<file path="src/rtl/bcd_mul_digit_if.sv">
// Request/response bundle for the serial BCD digit multiplier.
// The master drives the operands and start; the slave returns product and status.
interface bcd_mul_digit_if #(
    parameter int DIGITS = 4
);
    logic                      start;
    logic [4*DIGITS-1:0]       a;
    logic [3:0]                m;
    logic [4*(DIGITS+1)-1:0]   p;
    logic                      busy;
    logic                      done;
    logic                      err;

    modport master (output start, a, m, input p, busy, done, err);
    modport slave  (input start, a, m, output p, busy, done, err);
endinterface

</file>
<file path="src/rtl/bcd_mul_digit.sv">
// Serial N-digit packed-BCD times one BCD digit multiplier.
// One product digit is produced per clock; done pulses when p and err are final.
module bcd_mul_digit #(
    parameter int DIGITS = 4
) (
    input  logic             clk,
    input  logic             rst,
    bcd_mul_digit_if.slave   bus
);
    localparam logic [1:0] IDLE = 2'd0;
    localparam logic [1:0] CALC = 2'd1;
    localparam logic [1:0] DONE = 2'd2;

    localparam int            IW   = (DIGITS > 1) ? $clog2(DIGITS) : 1;
    localparam logic [IW-1:0] LAST = IW'(DIGITS - 1);

    logic [1:0]                state;
    logic [4*DIGITS-1:0]       a_q;
    logic [3:0]                m_q;
    logic [3:0]                carry;
    logic [IW-1:0]             idx;
    logic [4*(DIGITS+1)-1:0]   p_q;
    logic                      err_q;

    logic       bad;
    logic [3:0] digit;
    logic [6:0] t;
    logic [3:0] t_lo;
    logic [3:0] t_hi;

    // NOTE: bad gets its default before the loop, so no path leaves it unassigned (no latch).
    always_comb begin
        bad = (bus.m > 4'd9);
        for (int i = 0; i < DIGITS; i++) begin
            if (bus.a[4*i +: 4] > 4'd9) begin
                bad = 1'b1;
            end
        end
    end

    // Worst case 9*9 + 8 = 89, so the carry into the next digit never exceeds 8.
    always_comb begin
        digit = a_q[{idx, 2'b00} +: 4];
        t     = 7'(digit) * 7'(m_q) + 7'(carry);
        t_lo  = 4'(t % 7'd10);
        t_hi  = 4'(t / 7'd10);
    end

    // NOTE: sequential state uses non-blocking assignments so every register samples pre-edge values.
    always_ff @(posedge clk or posedge rst) begin
        if (rst) begin
            state <= IDLE;
            a_q   <= '0;
            m_q   <= '0;
            carry <= '0;
            idx   <= '0;
            p_q   <= '0;
            err_q <= 1'b0;
        end else begin
            case (state)
                IDLE: begin
                    if (bus.start) begin
                        a_q   <= bus.a;
                        m_q   <= bus.m;
                        p_q   <= '0;
                        carry <= '0;
                        idx   <= '0;
                        err_q <= bad;
                        state <= bad ? DONE : CALC;
                    end
                end
                CALC: begin
                    p_q[{idx, 2'b00} +: 4] <= t_lo;
                    carry                  <= t_hi;
                    if (idx == LAST) begin
                        p_q[4*DIGITS +: 4] <= t_hi;
                        state              <= DONE;
                    end else begin
                        idx <= idx + 1'b1;
                    end
                end
                DONE:    state <= IDLE;
                default: state <= IDLE;
            endcase
        end
    end

    assign bus.p    = p_q;
    assign bus.err  = err_q;
    assign bus.busy = (state != IDLE);
    assign bus.done = (state == DONE);
endmodule
</file>
<file path="src/flat_wrapper.sv">
// flat-port wrapper written by rule: the top's interface ports become plain ports
module bcd_mul_digit_flat 
#(
    parameter int DIGITS = 4
)
  (clk, rst, bus_start, bus_a, bus_m, bus_p, bus_busy, bus_done, bus_err);
  bcd_mul_digit_if #(.DIGITS(DIGITS)) bus_i ();
  input  logic clk;
  input  logic rst;
  input wire logic [$bits(bus_i.start)-1:0] bus_start;
  input wire logic [$bits(bus_i.a)-1:0] bus_a;
  input wire logic [$bits(bus_i.m)-1:0] bus_m;
  output wire logic [$bits(bus_i.p)-1:0] bus_p;
  output wire logic [$bits(bus_i.busy)-1:0] bus_busy;
  output wire logic [$bits(bus_i.done)-1:0] bus_done;
  output wire logic [$bits(bus_i.err)-1:0] bus_err;
  assign bus_i.start = bus_start;
  assign bus_i.a = bus_a;
  assign bus_i.m = bus_m;
  assign bus_p = bus_i.p;
  assign bus_busy = bus_i.busy;
  assign bus_done = bus_i.done;
  assign bus_err = bus_i.err;
  bcd_mul_digit #(.DIGITS(DIGITS)) u_core (.clk(clk), .rst(rst), .bus(bus_i));
endmodule
</file>
<file path="config.mk">
export PLATFORM = sky130hd
export DESIGN_NAME = bcd_mul_digit_flat
export DESIGN_NICKNAME = d
export VERILOG_FILES = /design/src/rtl/bcd_mul_digit_if.sv /design/src/rtl/bcd_mul_digit.sv /design/src/flat_wrapper.sv
export SDC_FILE = /design/constraint.sdc
export NUM_CORES = 1
export LEC_CHECK = 0
export CAP_MARGIN = 25
export CORE_MARGIN = 3
export CORE_UTILIZATION = 55
export CTS_CLUSTER_SIZE = 16
export DETAILED_ROUTE_END_ITERATION = 6
export PLACE_DENSITY = 0.81
export SLEW_MARGIN = 15
export SYNTH_ARGS = -nofsm -noshare
export SYNTH_HDL_FRONTEND = slang
export SYNTH_SLANG_ARGS = --single-unit
</file>
<file path="constraint.sdc">
create_clock -name clk -period 7.8 [get_ports clk]
set_input_delay 1.17 -clock clk [delete_from_list [all_inputs] [get_ports clk]]
set_output_delay 1.17 -clock clk [all_outputs]
set_load 0.05 [all_outputs]
</file>
==> flow_metrics.py <==
metrics = {
    "cells_and_area": {
        "regArea_sq_mm": 0.00123,
        "fillers": 425,
        "area_growth_pct": 20.2,
        "nets": 386,
        "multi_input_area_sq_mm": 0.00186,
        "layout-drive-gt1-share": 0.151,
        "layout_commonest_cell": "dfrtp_1",
        "layout_common_cells": "49 x dfrtp_1, 45 x clkdlybuf4s50_1, 22 x mux2_2",
        "n_antenna_cell": 0,
    },
    "critical_path": {
        "crit_buf_inv": 1,
        "critPathCaptureType": "flop",
        "max_stage_delay_ns": 0.71,
        "critPathLaunchType": "flop",
        "cp_slowest_cell": "dfrtp_1",
        "critPathLaunch": "u_core.idx[0]",
        "worstPathArrival_ns": 6.67,
        "crit_family": "adder cells",
        "ff2ff_path_depth": 18,
        "crit_type": "reg2reg",
        "crit_required_ns": 7.99,
        "r2r-start": "u_core.idx[0]",
        "r2r_setup_slack_ns": 1.32,
        "cpMostUsedCell": "fa_1",
        "r2r_end": "u_core.bus.p[17]",
        "crit_chain": "mux4_1 -> and2_1 -> fa_1 -> fa_1 -> fa_1 -> ha_1 -> a21o_1 -> o21ai_0 -> a21boi_1 -> mux2i_2 -> o22ai_1 -> o31ai_2 -> ha_1 -> inv_1 -> o211ai_2 -> nand2_1 -> mux2_4 -> a221o_1",
        "cp_max_fo": 16,
    },
    "die": {
        "die_w_microns": 81.7,
        "io_pins": 46,
        "core-area_sq_mm": 0.00534,
        "fp-row-count": 26,
        "start_util": 0.591,
        "die_y_microns": 81.7,
        "dieArea_sq_mm": 0.00668,
    },
    "flow_run": {
        "drv_cap": 0,
    },
    "timing": {
        "setup_viol": 0,
        "fmax_mhz": 154,
        "final_hold_viol_count": 0,
        "max_slew.worst_pin.slew_ns": 0.746,
        "fin_setup_tns_ns": 0,
        "min_period_ns": 6.48,
        "relSlewSlack": 0.498,
        "maxSlewViolCount": 0,
        "rsz0062_at_grt": "false",
        "fin_crit_sh": 0.831,
        "finClkSkew_ns": 0.00733,
    },
    "routing": {
        "drtIter0Drc": 94,
        "vias": 2414,
        "detail-route-antenna-nets": 0,
        "dr.pass1.iters": 4,
        "avgViaCountPerCell": 5.92,
        "route.detailed.drc": 0,
        "routed_wl_microns": 6750,
        "wire_per_inst_microns": 16.5,
    },
    "place": {
        "dp_hpwl_microns": 5270,
        "io_buffers": 45,
        "place.gp.congestion": 0.813,
    },
    "clock_network": {
        "cts_buffers": 5,
        "cts.path.max_buffers": 2,
        "clockRootBuffer": "clkbuf_8",
        "cts_hold_buf": 0,
        "post_cts_resized": 0,
        "tritoncts": "built",
        "clk_pin_slew_ns": 0.09,
        "clock_latency_ns": 0.30,
        "post_cts_buffers": 0,
        "htreeDepth": 2,
        "clock_sinks": 49,
    },
    "worst_hold_path": {
        "whs_path_depth": 2,
        "min-delay-start": "u_core.bus.p[18]",
        "holdCritPathClass": "reg2reg",
        "whs_endpoint": "u_core.bus.p[18]",
    },
    "global_routing": {
        "grt_pass1_vias": 2410,
        "grt_pass1_wl_microns": 11500,
        "grt_overflow": 0,
        "grt_max_degree": 50,
        "grt_use_total": 0.225,
        "antenna_found_initial": 0,
    },
    "logic_synthesis": {
        "synth_fp_nets": 341,
        "ys_async_sr_fraction": 1.00,
        "synth_area_per_cell_sq_um": 10.8,
        "synth_top_area_cell": "dfrtp_1",
        "yosysTopAreaCellShare": 0.389,
        "synth_edf_count": 0,
        "ys_seq_area_frac": 0.389,
        "synth.ff_latch_count": 49,
        "synthTopCellsByArea": "dfrtp_1 39%, ha_1 7.9%, mux2_2 7.9%, a22o_1 3.9%, fa_1 3.8%",
        "synth_area_sq_mm": 0.00316,
        "synth_cell_types": 53,
        "syn_inst": 292,
        "yosysWarnings": 0,
        "synthFlopType": "dfrtp_1",
    },
    "outcome": {
        "run_status": "finished, final reports clean",
    },
}
-- through the flow --
step           instances  setup slack (ns)   util  area (sq um)  hold slack, ns
2_1_floorplan        292              1.80      -          3160           0.472
3_3_place_gp         398              1.61  0.687          3660           0.481
3_5_place_dp         399              1.39  0.688          3670           0.476
4_1_cts              407              1.36  0.707          3770           0.496
5_1_grt              408             0.946  0.711          3790           0.526
6_report             408              1.32  0.711          3790           0.496
-- worst max-delay path by stage --
stage                        to  cells past startpoint
6_report       u_core.bus.p[17]                     18
5_1_grt        u_core.bus.p[14]                     18
4_1_cts        u_core.bus.p[17]                     18
3_5_place_dp   u_core.bus.p[17]                     18
3_3_place_gp   u_core.bus.p[17]                     18
2_1_floorplan  u_core.bus.p[17]                     20
-- synth_stat cells, types with 2 or more instances --
cell type	count
a21oi_1	13
and2_1	18
o41ai_1	2
nor3_1	5
or2_2	3
and3_1	3
a22o_1	14
o22ai_1	5
dfrtp_1	49
nand2_1	18
ha_1	20
o221ai_1	2
nor2_1	19
mux4_2	2
clkbuf_1	6
a221o_1	4
buf_2	3
a22oi_1	2
a21o_1	5
xnor2_1	6
mux2i_1	4
fa_1	6
a211oi_1	2
o21ai_0	17
mux2_2	22
nand3_1	2
nor2b_1	4
inv_1	8
nand4_1	2
mux2_4	3
-- kinds of logic (layout without fill, tap and decap cells) --
group | Yosys count | in the layout | synth area share
compound gates | 77 | 77 | 0.178
fa+ha+maj | 26 | 26 | 0.117
flops | 49 | 49 | 0.389
mux | 33 | 33 | 0.132
xor+xnor | 9 | 9 | 0.0321
simple gates | 80 | 80 | 0.128
buf+inv | 18 | 64 | 0.0226
-- final cells by class --
type	count	area share
Timing Repair Buffer	48	0.128
Inverter	8	0.00792
Tap cell	70	0.0231
Clock buffer	7	0.0254
Clock inverter	1	0.00132
Multi-Input combinational cell	225	0.491
Sequential cell	49	0.323
-- worst min-delay path: stages, from the launching register on --
cell and delay (ns):
dfrtp_1 0.35, a21oi_1 0.06, o41ai_1 0.05
-- sequential cells by signal (all words and copies together) (netlist names) --
signal	flops
u_core.carry	4
u_core.m_q	4
u_core.a_q	16
u_core.idx	2
u_core.bus.err	1
u_core.state	2
u_core.bus.p	20
-- layer usage --
layer / track usage / part of all wire / vias to the layer above
met5: 0 / 0 / -
met4: 0.0548 / 0.011 / 0
met3: 0.0362 / 0.032 / 7
met2: 0.381 / 0.49 / 41
met1: 0.302 / 0.47 / 1203
li1: - / - / 1163
Power is not shown: default switching activity piles up to over one toggle a cycle in this logic, so the estimate is an artifact.
